--- src/rtl/regfile_wr_arbiter.sv ---
// Write-back arbiter for a 2-write-port register file: grants up to two
// requesters per cycle round-robin, drops address-0 writes, registers port outputs.
module regfile_wr_arbiter #(
  parameter int DATA_WIDTH = 32,
  parameter int ADDR_WIDTH = 8,
  parameter int NUM_REQ    = 4
) (
  input  logic                             i_clk,
  input  logic                             i_rst_n,
  input  logic [NUM_REQ-1:0]               i_req_valid,
  input  logic [NUM_REQ*ADDR_WIDTH-1:0]    i_req_addr,
  input  logic [NUM_REQ*DATA_WIDTH-1:0]    i_req_data,
  output logic [NUM_REQ-1:0]               o_req_ready,
  output logic                             o_we_a,
  output logic [ADDR_WIDTH-1:0]            o_addr_wr_a,
  output logic [DATA_WIDTH-1:0]            o_data_in_a,
  output logic                             o_we_b,
  output logic [ADDR_WIDTH-1:0]            o_addr_wr_b,
  output logic [DATA_WIDTH-1:0]            o_data_in_b,
  output logic [15:0]                      o_drop_cnt
);

  localparam int IDX_W = $clog2(NUM_REQ);

  logic [ADDR_WIDTH-1:0] w_addr [NUM_REQ];
  logic [DATA_WIDTH-1:0] w_data [NUM_REQ];
  logic [NUM_REQ-1:0]    w_zero;
  logic [NUM_REQ-1:0]    w_nz;
  logic [IDX_W:0]        w_zero_cnt;
  logic [16:0]           w_drop_sum;
  logic [15:0]           w_drop_next;

  logic                  w_a_found;
  logic                  w_b_found;
  logic [IDX_W-1:0]      w_a_idx;
  logic [IDX_W-1:0]      w_b_idx;
  logic [IDX_W-1:0]      w_scan_idx;
  logic [NUM_REQ-1:0]    w_ready;

  logic                  r_we_a;
  logic [ADDR_WIDTH-1:0] r_addr_wr_a;
  logic [DATA_WIDTH-1:0] r_data_in_a;
  logic                  r_we_b;
  logic [ADDR_WIDTH-1:0] r_addr_wr_b;
  logic [DATA_WIDTH-1:0] r_data_in_b;
  logic [IDX_W-1:0]      r_rr_ptr;
  logic [15:0]           r_drop_cnt;

  always_comb begin
    w_zero_cnt = '0;
    for (int i = 0; i < NUM_REQ; i++) begin
      w_addr[i]  = i_req_addr[i*ADDR_WIDTH +: ADDR_WIDTH];
      w_data[i]  = i_req_data[i*DATA_WIDTH +: DATA_WIDTH];
      w_zero[i]  = i_req_valid[i] && (w_addr[i] == '0);
      w_nz[i]    = i_req_valid[i] && (w_addr[i] != '0);
      w_zero_cnt = w_zero_cnt + {{IDX_W{1'b0}}, w_zero[i]};
    end
  end

  // Scan from the round-robin pointer; the B winner must target a different
  // register than A, otherwise port A priority in the file would lose a write.
  always_comb begin
    w_a_found  = 1'b0;
    w_b_found  = 1'b0;
    w_a_idx    = '0;
    w_b_idx    = '0;
    w_scan_idx = '0;
    for (int k = 0; k < NUM_REQ; k++) begin
      w_scan_idx = r_rr_ptr + IDX_W'(k);
      if (w_nz[w_scan_idx]) begin
        if (!w_a_found) begin
          w_a_found = 1'b1;
          w_a_idx   = w_scan_idx;
        end else if (!w_b_found && (w_addr[w_scan_idx] != w_addr[w_a_idx])) begin
          w_b_found = 1'b1;
          w_b_idx   = w_scan_idx;
        end
      end
    end
  end

  always_comb begin
    w_ready = '0;
    if (i_rst_n) begin
      for (int i = 0; i < NUM_REQ; i++) begin
        w_ready[i] = w_zero[i]
                   || (w_a_found && (w_a_idx == IDX_W'(i)))
                   || (w_b_found && (w_b_idx == IDX_W'(i)));
      end
    end
  end

  always_comb begin
    w_drop_sum  = {1'b0, r_drop_cnt} + 17'(w_zero_cnt);
    w_drop_next = w_drop_sum[16] ? 16'hFFFF : w_drop_sum[15:0];
  end

  always_ff @(posedge i_clk) begin
    if (!i_rst_n) begin
      r_we_a      <= 1'b0;
      r_addr_wr_a <= '0;
      r_data_in_a <= '0;
      r_we_b      <= 1'b0;
      r_addr_wr_b <= '0;
      r_data_in_b <= '0;
      r_rr_ptr    <= '0;
      r_drop_cnt  <= '0;
    end else begin
      r_we_a     <= w_a_found;
      r_we_b     <= w_b_found;
      r_drop_cnt <= w_drop_next;
      if (w_a_found) begin
        r_addr_wr_a <= w_addr[w_a_idx];
        r_data_in_a <= w_data[w_a_idx];
      end
      if (w_b_found) begin
        r_addr_wr_b <= w_addr[w_b_idx];
        r_data_in_b <= w_data[w_b_idx];
      end
      if (w_b_found)
        r_rr_ptr <= w_b_idx + 1'b1;
      else if (w_a_found)
        r_rr_ptr <= w_a_idx + 1'b1;
    end
  end

  assign o_req_ready = w_ready;
  assign o_we_a      = r_we_a;
  assign o_addr_wr_a = r_addr_wr_a;
  assign o_data_in_a = r_data_in_a;
  assign o_we_b      = r_we_b;
  assign o_addr_wr_b = r_addr_wr_b;
  assign o_data_in_b = r_data_in_b;
  assign o_drop_cnt  = r_drop_cnt;

endmodule
--- config.mk ---
export PLATFORM = sky130hd
export DESIGN_NAME = regfile_wr_arbiter
export DESIGN_NICKNAME = d
export VERILOG_FILES = /design/src/rtl/regfile_wr_arbiter.sv
export SDC_FILE = /design/constraint.sdc
export NUM_CORES = 1
export LEC_CHECK = 0
export CAP_MARGIN = 20
export CORE_ASPECT_RATIO = 0.9
export CORE_MARGIN = 1.5
export CORE_UTILIZATION = 30
export DETAILED_ROUTE_END_ITERATION = 8
export GPL_TIMING_DRIVEN = 0
export HOLD_SLACK_MARGIN = 0.06
export SLEW_MARGIN = 20
export SYNTH_ARGS = -nofsm -noshare
export SYNTH_HDL_FRONTEND = slang
export SYNTH_SLANG_ARGS = --single-unit
--- constraint.sdc ---
create_clock -name i_clk -period 19.9 [get_ports i_clk]
set_input_delay 1.99 -clock i_clk [delete_from_list [all_inputs] [get_ports i_clk]]
set_output_delay 1.99 -clock i_clk [all_outputs]
set_load 0.005 [all_outputs]
# Yosys cells after proc, flatten, opt, wreduce, memory -nomap -nowiden
# Cells that the tools add are included.
word_totals:
  out_inout_bits: 102
  word_cells: 156
  regBits: 100
  input_bits: 166
op_classes:
  reduce_logical: 39
  addsub: 9
  bitwise_logic: 8
  n_lt_le_gt_ge: 12
  muxes: 71
  n_eq_ne: 9
ops:
  columns: ["operator", "count"]
  rows:
  - ["32-bit binary-select mux with 2-bit select", 2]
  - ["8-bit binary-select mux with 2-bit select", 8]
  - ["32-bit 2-to-1 mux", 4]
  - ["8-bit 2-to-1 mux", 16]
  - ["2-bit 2-to-1 mux", 18]
  - ["8-bit logical NOT", 4]
  - ["8-bit nonzero test", 4]
  - ["3-bit >= comparator, second input constant", 8]
  - ["8-bit inequality test", 3]
  - ["2-bit NOT with 3-bit output", 8]
  - ["1-bit logical AND", 18]
  - ["16-bit by 3-bit adder with 17-bit output", 1]
  - ["1-bit 2-to-1 mux", 17]
  - ["16-bit 2-to-1 mux", 1]
  - ["2-bit by 3-bit < comparator with 1-bit output, second input constant", 4]
  - ["1-bit binary-select mux with 2-bit select", 4]
  - ["2-bit equality test, second input constant", 4]
  - ["1-bit logical OR", 8]
  - ["2-bit by 1-bit adder with 2-bit output, second input constant", 3]
  - ["2-bit adder, second input constant", 2]
  - ["2-bit by 1-bit equality test with 1-bit output, second input constant", 2]
  - ["2-bit logical NOT", 2]
  - ["4-bit 2-to-1 mux", 1]
  - ["2-bit by 1-bit adder with 3-bit output", 1]
  - ["other kinds (4)", 5]

# Logic depth before layout (Yosys ltp)
# Gate-level depths: netlist of the first run.
logic_depth:
  depth_word: 27
  mapped_depth: 27
  ltp_nobuf: 20

# Worst setup path after synthesis of the first run
# No wires, ideal clock.
synth_timing:
  kind: "input port to output port"
  from: "input i_req_addr[28]"
  to: "output o_req_ready[0]"
  n_path_buf: 4
  path_slack_ps: 10900
  t_arrival_ps: 7010
  required_time_ps: 17910
  path_stages: 23
  path_cell_list: "clkbuf_1 -> or4_1 -> o21ai_1 -> nand2_1 -> a21oi_1 -> inv_1 -> ha_1 -> clkbuf_1 -> and2_1 -> or2_2 -> or4_1 -> nand3_1 -> o2111ai_1 -> nor4_1 -> or3_1 -> clkbuf_1 -> nand3_1 -> o32a_1 -> o31ai_4 -> o21bai_1 -> clkbuf_1 -> nor2_1 -> o31a_1"
synth_via:
  elab_chain_len: 27
  word_cells_on_any_way: 74
  cone_classes: "eq/ne: 3; mux: 56; bitwise: 3; reduce/logical: 12"
synth_rtl:
  columns: ["item", "line_no", "source"]
  rows:
  - ["start: declaration", "11", "input logic [NUM_REQ*ADDR_WIDTH-1:0] i_req_addr,"]
  - ["8-bit nonzero test", "55", "w_nz[i] = i_req_valid[i] && (w_addr[i] != '0);"]
  - ["1-bit logical AND", "55", null]
  - ["1-bit binary-select mux with 2-bit select", "70", "if (w_nz[w_scan_idx]) begin"]
  - ["1-bit 2-to-1 mux (not written as such)", "70", null]
  - ["2-bit 2-to-1 mux", "70", null]
  - ["2-bit NOT with 3-bit output (not written as such)", "74", "end else if (!w_b_found && (w_addr[w_scan_idx] != w_addr[w_a_idx])) begin"]
  - ["8-bit binary-select mux with 2-bit select", "74", null]
  - ["8-bit 2-to-1 mux (not written as such) (2 in a row)", "74", null]
  - ["[... 10 more ...]", null, null]
  - ["1-bit logical AND", "74", null]
  - ["2-bit 2-to-1 mux", "74", null]
  - ["2-bit 2-to-1 mux", "71", "if (!w_a_found) begin"]
  - ["2-bit 2-to-1 mux", "70", null]
  - ["2-bit logical NOT", "88", "|| (w_b_found && (w_b_idx == IDX_W'(i)));"]
  - ["1-bit logical AND", "88", null]
  - ["1-bit logical OR (*)", "88", null]
  - ["4-bit 2-to-1 mux (*)", "84", "if (i_rst_n) begin"]
  - ["end: declaration", "13", "output logic [NUM_REQ-1:0] o_req_ready,"]
# Mark *: on every way between the ends. The rest lies on a longest branch, timed or not. The select of a mux whose other input is x is not followed.

# Worst setup path in the final report of the first run
layout_timing:
  from: "input i_req_addr[30]"
  to: "output o_req_ready[0]"
# The elaborated chain is that of the path after synthesis.

==> results.py, run 1 <==
metrics = {
    "run_status": {
        "status": "finished, final reports clean",
    },
    "floorplan": {
        "start_util": 0.307,
        "chipHeight_um": 175,
        "rows": 62,
        "core_um2": 32200,
        "io-pin-count": 268,
        "die_w_um": 194,
        "dieArea_um2": 34100,
    },
    "global_route": {
        "grt_pass1_vias": 11082,
        "grt_pass1_wl_um": 69100,
        "grt.total_usage": 0.264,
        "grt_max_degree": 19,
        "antenna_found_initial": 0,
        "grt_overflow": 0,
    },
    "finish": {
        "stdcell_area_um2": 13200,
        "regArea_um2": 2000,
        "layout-drive-gt1-share": 0.102,
        "diodes": 0,
        "area_growth_pct": 33.4,
        "n_fill_cell": 3278,
        "utilization": 0.410,
        "layout.cells.non_filler": 1960,
        "multi_input_area_um2": 6980,
        "nets": 1710,
    },
    "logic_synthesis": {
        "synth_area_per_cell_um2": 7.73,
        "synth_top_area_share": 0.202,
        "netlist_top_cells_area": "dfxtp_1 (20%), mux4_2 (13%), nand2_1 (6.9%)",
        "synth_top_family_by_area": "compound AO/OA/AOI/OAI gates",
        "ys_seq_area_frac": 0.202,
        "synth_compound_area_frac": 0.249,
        "synthCells": 1279,
        "yosys.area.top_type": "dfxtp_1",
        "yosys_register_bits": 100,
        "ys.flop_type": "dfxtp_1",
        "synth_edf_count": 0,
        "yosys.area_share.simple": 0.248,
        "synth.net_count": 1450,
        "synth_most_common_cell": "nand2_1",
        "synthTopCellsByCount": "nand2_1 (181), a21oi_1 (126), dfxtp_1 (100), clkbuf_1 (81), nor2_1 (79)",
        "async_flop_share": 0,
        "syn_area_um2": 9890,
        "yosys_warnings": 0,
        "synthXorXnorAreaFrac": 0.0257,
        "muxShareOfSynthArea": 0.174,
        "synth_cell_types": 79,
        "synthAdderAreaFrac": 0.00860,
    },
    "clocking": {
        "cts.repair.resized": 0,
        "cts-buffers-inserted": 9,
        "cts_tree": "yes",
        "clock_sinks": 100,
        "cts_root_buf": "clkbuf_16",
        "h-tree-depth": 3,
        "postCtsSetupRepairBufs": 0,
        "clockBufferDepth": 2,
        "path_clk_slew_ns": 0.08,
        "holdBufCountCts": 0,
        "clk_latency_ns": 0.37,
    },
    "setup_path": {
        "path_buf_inv": 6,
        "cp_max_fo": 10,
        "slowest_stage": "clkdlybuf4s50_1",
        "worstSetupEndpointType": "primary output",
        "cp.arrival_ns": 9.53,
        "critPathMostFrequentCell": "clkbuf_1",
        "reg2reg_to": "o_data_in_b[25]",
        "worstPathRequired_ns": 17.91,
        "crit_type": "in2out",
        "r2r_start": "r_rr_ptr[1]",
        "max_stage_delay_ns": 0.70,
        "cp-start-kind": "input port",
        "cp-startpoint": "i_req_addr[30]",
        "crit_chain": "clkdlybuf4s50_1, or4_1, o21ai_1, nand2_1, a21oi_1, inv_1, ha_1, clkbuf_1, and2_1, or2_2, or4_1, nand3_1, o2111ai_1, nor4_1, or3_1, clkbuf_1, nand3_1, o32a_1, o31ai_4, o21bai_1, clkbuf_1, nor2_1, o31a_1, clkdlybuf4s50_1",
        "worst-path-stages": 24,
        "critPathTopFamily": "simple AND/OR/NAND/NOR gates",
        "rrSetupSlack_ns": 13.03,
        "reg2reg_depth": 24,
    },
    "sta": {
        "min_period_over_period": 0.579,
        "max_freq_ghz": 0.0868,
        "fin_setup_tns_ns": 0,
        "period_minus_slack_ns": 11.52,
        "setup_violations": 0,
        "hold_viol": 0,
        "drv_slew": 0,
        "grt_setup_unrepaired": "no",
        "fin_worst_skew_ns": 0.00898,
        "slew-limit-headroom": 0.277,
        "tightest_slew_ns": 1.07,
    },
    "routing": {
        "antenna_left": 0,
        "drtIter0Drc": 1268,
        "wl_per_cell_um": 23.7,
        "first_pass_iters": 6,
        "num_vias": 11736,
        "wirelength_um": 46500,
        "viasPerCell": 5.99,
        "route.detailed.drc": 0,
    },
    "power": {
        "power_mw": 2.12,
        "switching_power_mw": 1.06,
        "p_int_mw": 1.06,
        "p_per_area_nw_per_um2": 160,
        "p_sw_frac": 0.500,
        "p_clk_frac": 0.085,
        "leakagePower_nw": 4.73,
        "ir_drop_uv": 90.8,
        "power_frac_seq": 0.147,
        "p_comb_frac": 0.768,
    },
    "min_path": {
        "hold_path_class": "reg2reg",
        "min_from": "o_data_in_a[7]",
        "hold_depth": 2,
        "min_to": "o_data_in_a[7]",
    },
    "placed_design": {
        "dpl-instance-area_um2": 12900,
        "gp_congestion": 0.986,
        "dp_hpwl_um": 35200,
        "io_buffers": 249,
        "dp_cells": 1944,
    },
    "run": {
        "drv_cap": 0,
    },
}
[worst reg2reg max path: stages, from the launching register on]
cell and delay [ns]:
dfxtp_1 0.31, clkbuf_1 0.38, buf_2 0.39, and3_1 0.22, o21ai_1 0.23, nand2_1 0.23
a21oi_1 0.09, inv_1 0.09, ha_1 0.20, clkbuf_1 0.41, buf_2 0.33, clkbuf_1 0.48
mux2i_1 0.25, mux2i_1 0.11, xnor2_1 0.15, nor4_1 0.39, or3_1 0.22, clkbuf_1 0.30
nand3_1 0.12, o32a_1 0.34, o31ai_4 0.25, o21bai_1 0.35, clkbuf_1 0.46, a2111oi_0 0.15
o31a_1 0.32
[metrics by stage]
stage	setup slack [ns]	hold slack, ns
final	8.38	0.452
after global placement	8.53	0.440
after CTS	8.49	0.454
after floorplan	10.90	0.448
after global routing	8.00	0.481
after detailed placement	8.51	0.443
[power by group through the flow]
stage	Combinational, mW	Clock [mW]	Sequential (mW)
6_report	1.62	0.179	0.312
3_3_place_gp	1.58	0	0.314
2_1_floorplan	1.05	0	0.312
5_1_grt	1.74	0.190	0.321
3_5_place_dp	1.59	0	0.314
4_1_cts	1.60	0.182	0.311
[state kept, by name, indices dropped and copies added, names as in the netlist]
register,count
o_data_in_a,32
o_addr_wr_a,8
r_rr_ptr,2
o_we_b,1
o_drop_cnt,16
o_we_a,1
o_data_in_b,32
o_addr_wr_b,8
[worst max-delay path by stage]
stage	to
floorplan	o_req_ready[0]
global placement	o_req_ready[0]
detailed placement	o_req_ready[0]
CTS	o_req_ready[0]
global route	o_req_ready[0]
finish	o_req_ready[0]
[per-layer routing]
metal / up-vias / wire length [µm] / part of all wire / global-route usage
met5: - / 0 / 0 / 0
met4: 0 / 1570 / 0.034 / 0.0882
met3: 89 / 4310 / 0.093 / 0.0581
met2: 677 / 19900 / 0.43 / 0.392
met1: 5704 / 20700 / 0.45 / 0.376
li1: 5266 / - / - / -
[layout make-up]
type	count	area share
Sequential cell	100	0.152
Tap cell	416	0.0394
Buffer	138	0.0550
Inverter	50	0.0142
Clock buffer	10	0.0174
Multi-Input combinational cell	991	0.529
Clock inverter	6	0.00465
Timing Repair Buffer	249	0.189
[cells in the final DEF (no fill, tap or decap), drive strengths merged, types with 16 or more instances in the layout]
cell,Yosys,layout
a21oi,128,128
xnor2,17,17
nand3,26,26
and2,48,48
nand2,181,181
mux2i,30,30
inv,48,49
nand4,53,53
mux4,56,56
nor3,28,28
buf,57,57
o21ai,76,76
dfxtp,100,100
o31a,43,43
a2111oi,36,36
nor2,80,80
clkdlybuf4s50,0,249
clkbuf,81,91
nor4,16,16
[cells by family (layout without fill, tap and decap cells)]
| kind of cell | Yosys count | count (layout) |
|---|---|---|
| AND/OR/NAND/NOR | 492 | 492 |
| AO/OA/AOI/OAI | 365 | 365 |
| buffers and inverters | 188 | 453 |
| multiplexers | 100 | 100 |
| flip-flops | 100 | 100 |
| XOR/XNOR | 29 | 29 |
| adder cells (fa/ha/maj) | 5 | 5 |
(Power assumes the default switching activity.)
==> run 2: changes to the inputs <==
- clock period: 19.9 -> 10.7 ns (I/O delays scaled with it)
==> results of run 2 <==
The final DEF is identical to that of run 1. Status: finished, final reports clean.
Among the figures that moved: setup slack after placement 8.51 ns -> 1.15 ns; setup slack after layout 8.38 ns -> 1.02 ns; register-to-register setup slack 13.03 ns -> 3.83 ns; total power 2.12 mW -> 3.94 mW; worst IR drop on VDD 90.8 µV -> 169 µV
==> run 3: changes to the inputs <==
- SLEW_MARGIN: 20 -> 0
==> run 3 against run 2 <==
Die area unchanged; sequential share of layout area barely moved; hold slack gained 0.0043 ns.
==> results.py, run 3 (synthesis results as in run 1) <==
metrics = {
    "run_status": {
        "status": "finished, final reports clean",
    },
    "clocking": {
        "clockBufferDepth": 2,
        "holdBufCountCts": 0,
        "path_clk_slew_ns": 0.08,
        "clock_sinks": 100,
        "cts_tree": "yes",
        "clk_latency_ns": 0.37,
        "cts.repair.resized": 0,
        "cts-buffers-inserted": 9,
        "cts_root_buf": "clkbuf_16",
        "h-tree-depth": 3,
        "postCtsSetupRepairBufs": 0,
    },
    "min_path": {
        "min_to": "o_data_in_a[8]",
        "hold_depth": 2,
        "min_from": "o_data_in_a[8]",
        "hold_path_class": "reg2reg",
    },
    "setup_path": {
        "cp_max_fo": 10,
        "cp-start-kind": "input port",
        "worstPathRequired_ns": 9.63,
        "cp.arrival_ns": 8.71,
        "reg2reg_to": "o_data_in_b[25]",
        "reg2reg_depth": 24,
        "cp-startpoint": "i_req_addr[30]",
        "worstSetupEndpointType": "primary output",
        "crit_type": "in2out",
        "rrSetupSlack_ns": 3.81,
        "r2r_start": "r_rr_ptr[1]",
    },
    "power": {
        "p_per_area_nw_per_um2": 300,
        "p_sw_frac": 0.497,
        "ir_drop_uv": 129,
        "switching_power_mw": 1.98,
        "power_frac_seq": 0.146,
        "p_clk_frac": 0.091,
        "p_comb_frac": 0.763,
        "p_int_mw": 2.00,
        "leakagePower_nw": 4.75,
    },
    "global_route": {
        "grt_max_degree": 19,
        "antenna_found_initial": 0,
        "grt_overflow": 0,
        "grt_pass1_vias": 10955,
        "grt_pass1_wl_um": 69200,
        "grt.total_usage": 0.266,
    },
    "placed_design": {
        "io_buffers": 249,
        "dp_slack_ns": 1.15,
        "dpl-instance-area_um2": 12900,
        "gp_congestion": 0.986,
        "dp_hpwl_um": 35300,
    },
    "routing": {
        "wirelength_um": 46900,
        "num_vias": 11761,
        "wl_per_cell_um": 23.9,
        "route.detailed.drc": 0,
        "drtIter0Drc": 1392,
        "antenna_left": 0,
        "viasPerCell": 5.99,
        "first_pass_iters": 6,
    },
    "sta": {
        "drv_slew": 0,
        "setup_violations": 0,
        "hold_viol": 0,
        "finalWorstSetupSlack_ns": 0.921,
        "fin_setup_tns_ns": 0,
        "grt_setup_unrepaired": "no",
        "max_freq_ghz": 0.102,
        "fin_worst_skew_ns": 0.0105,
        "min_period_over_period": 0.914,
        "tightest_slew_ns": 1.08,
        "slew-limit-headroom": 0.272,
        "period_minus_slack_ns": 9.78,
    },
    "floorplan": {
        "core_um2": 32200,
        "dieArea_um2": 34100,
        "die_w_um": 194,
        "io-pin-count": 268,
        "rows": 62,
        "chipHeight_um": 175,
        "start_util": 0.307,
    },
    "run": {
        "drv_cap": 0,
    },
    "finish": {
        "nets": 1711,
        "area_growth_pct": 33.8,
        "layout_commonest_cell": "clkdlybuf4s50_1",
        "final_cell_mix": "clkdlybuf4s50_1 (249), nand2_1 (181), a21oi_1 (126)",
        "layout-drive-gt1-share": 0.103,
        "stdcell_area_um2": 13200,
    },
}
[run 3: cell types whose count changed in the layout (fill, tap and decap cells not counted)]
cell        delta
clkbuf_8       +1
clkinv_8       -1
o21ai_1        +1
clkbuf_1       -1
clkinv_4       -1
buf_4          +1
diode_2        +1
bufinv_16      +1
o21ai_2        -1
clkinvlp_4     -1
inv_6          +2
[run 3: how the worst max path moves through the flow]
stage,end,slack [ns],cells past startpoint
2_1_floorplan,o_req_ready[0],3.54,23
3_3_place_gp,o_req_ready[0],1.17,24
3_5_place_dp,o_req_ready[0],1.15,24
4_1_cts,o_req_ready[0],1.13,24
5_1_grt,o_req_ready[0],0.57,24
6_report,o_req_ready[0],0.92,24
[run 3: per-stage QoR]
| step | hold WS [ns] | std cells | util | power (mW) |
|---|---|---|---|---|
| 5_1_grt | 0.483 | 1961 | 0.411 | 4.21 |
| 6_report | 0.456 | 1962 | 0.411 | 3.97 |
| 3_3_place_gp | 0.440 | 1944 | 0.401 | 3.52 |
| 3_5_place_dp | 0.445 | 1945 | 0.401 | 3.54 |
| 2_1_floorplan | 0.448 | 1279 | - | 2.53 |
| 4_1_cts | 0.454 | 1961 | 0.411 | 3.92 |
[run 3: area by class of cell]
| cell class | count | area [µm²] |
|---|---|---|
| Fill cell | 3249 | 19000 |
| Timing Repair Buffer | 250 | 2500 |
| Buffer | 138 | 726 |
| Clock buffer | 10 | 239 |
| Clock inverter | 6 | 76.3 |
| Antenna cell | 1 | 2.50 |
| Sequential cell | 100 | 2000 |
| Multi-Input combinational cell | 991 | 6970 |
| Tap cell | 416 | 520 |
| Inverter | 50 | 188 |
[run 3: worst max-delay path: stages]
cell             delay [ns]
clkdlybuf4s50_1        0.73
or4_1                  0.69
o21ai_1                0.52
nand2_1                0.26
a21oi_1                0.26
inv_1                  0.07
ha_1                   0.22
clkbuf_1               0.25
and2_1                 0.26
or2_2                  0.30
or4_1                  0.40
nand3_1                0.10
o2111ai_1              0.16
nor4_1                 0.45
or3_1                  0.22
clkbuf_1               0.30
nand3_1                0.12
o32a_1                 0.34
o31ai_4                0.25
o21bai_1               0.36
clkbuf_1               0.44
nor2_1                 0.10
o31a_1                 0.29
clkdlybuf4s50_1        0.53
[run 3: power groups by stage]
| stage | combinational [mW] | sequential, mW | clock [mW] |
|---|---|---|---|
| finish | 3.03 | 0.581 | 0.361 |
| global route | 3.24 | 0.597 | 0.381 |
| CTS | 2.97 | 0.580 | 0.368 |
| detailed placement | 2.95 | 0.585 | 0 |
| global placement | 2.93 | 0.584 | 0 |
| floorplan | 1.95 | 0.581 | 0 |
[run 3: per-layer routing]
metal / vias up / track usage / wire (µm)
met4: 0 / 0.0908 / 1590
met3: 94 / 0.0409 / 4260
met5: - / 0 / 0
met2: 715 / 0.396 / 20100
met1: 5680 / 0.389 / 20900
li1: 5272 / - / -
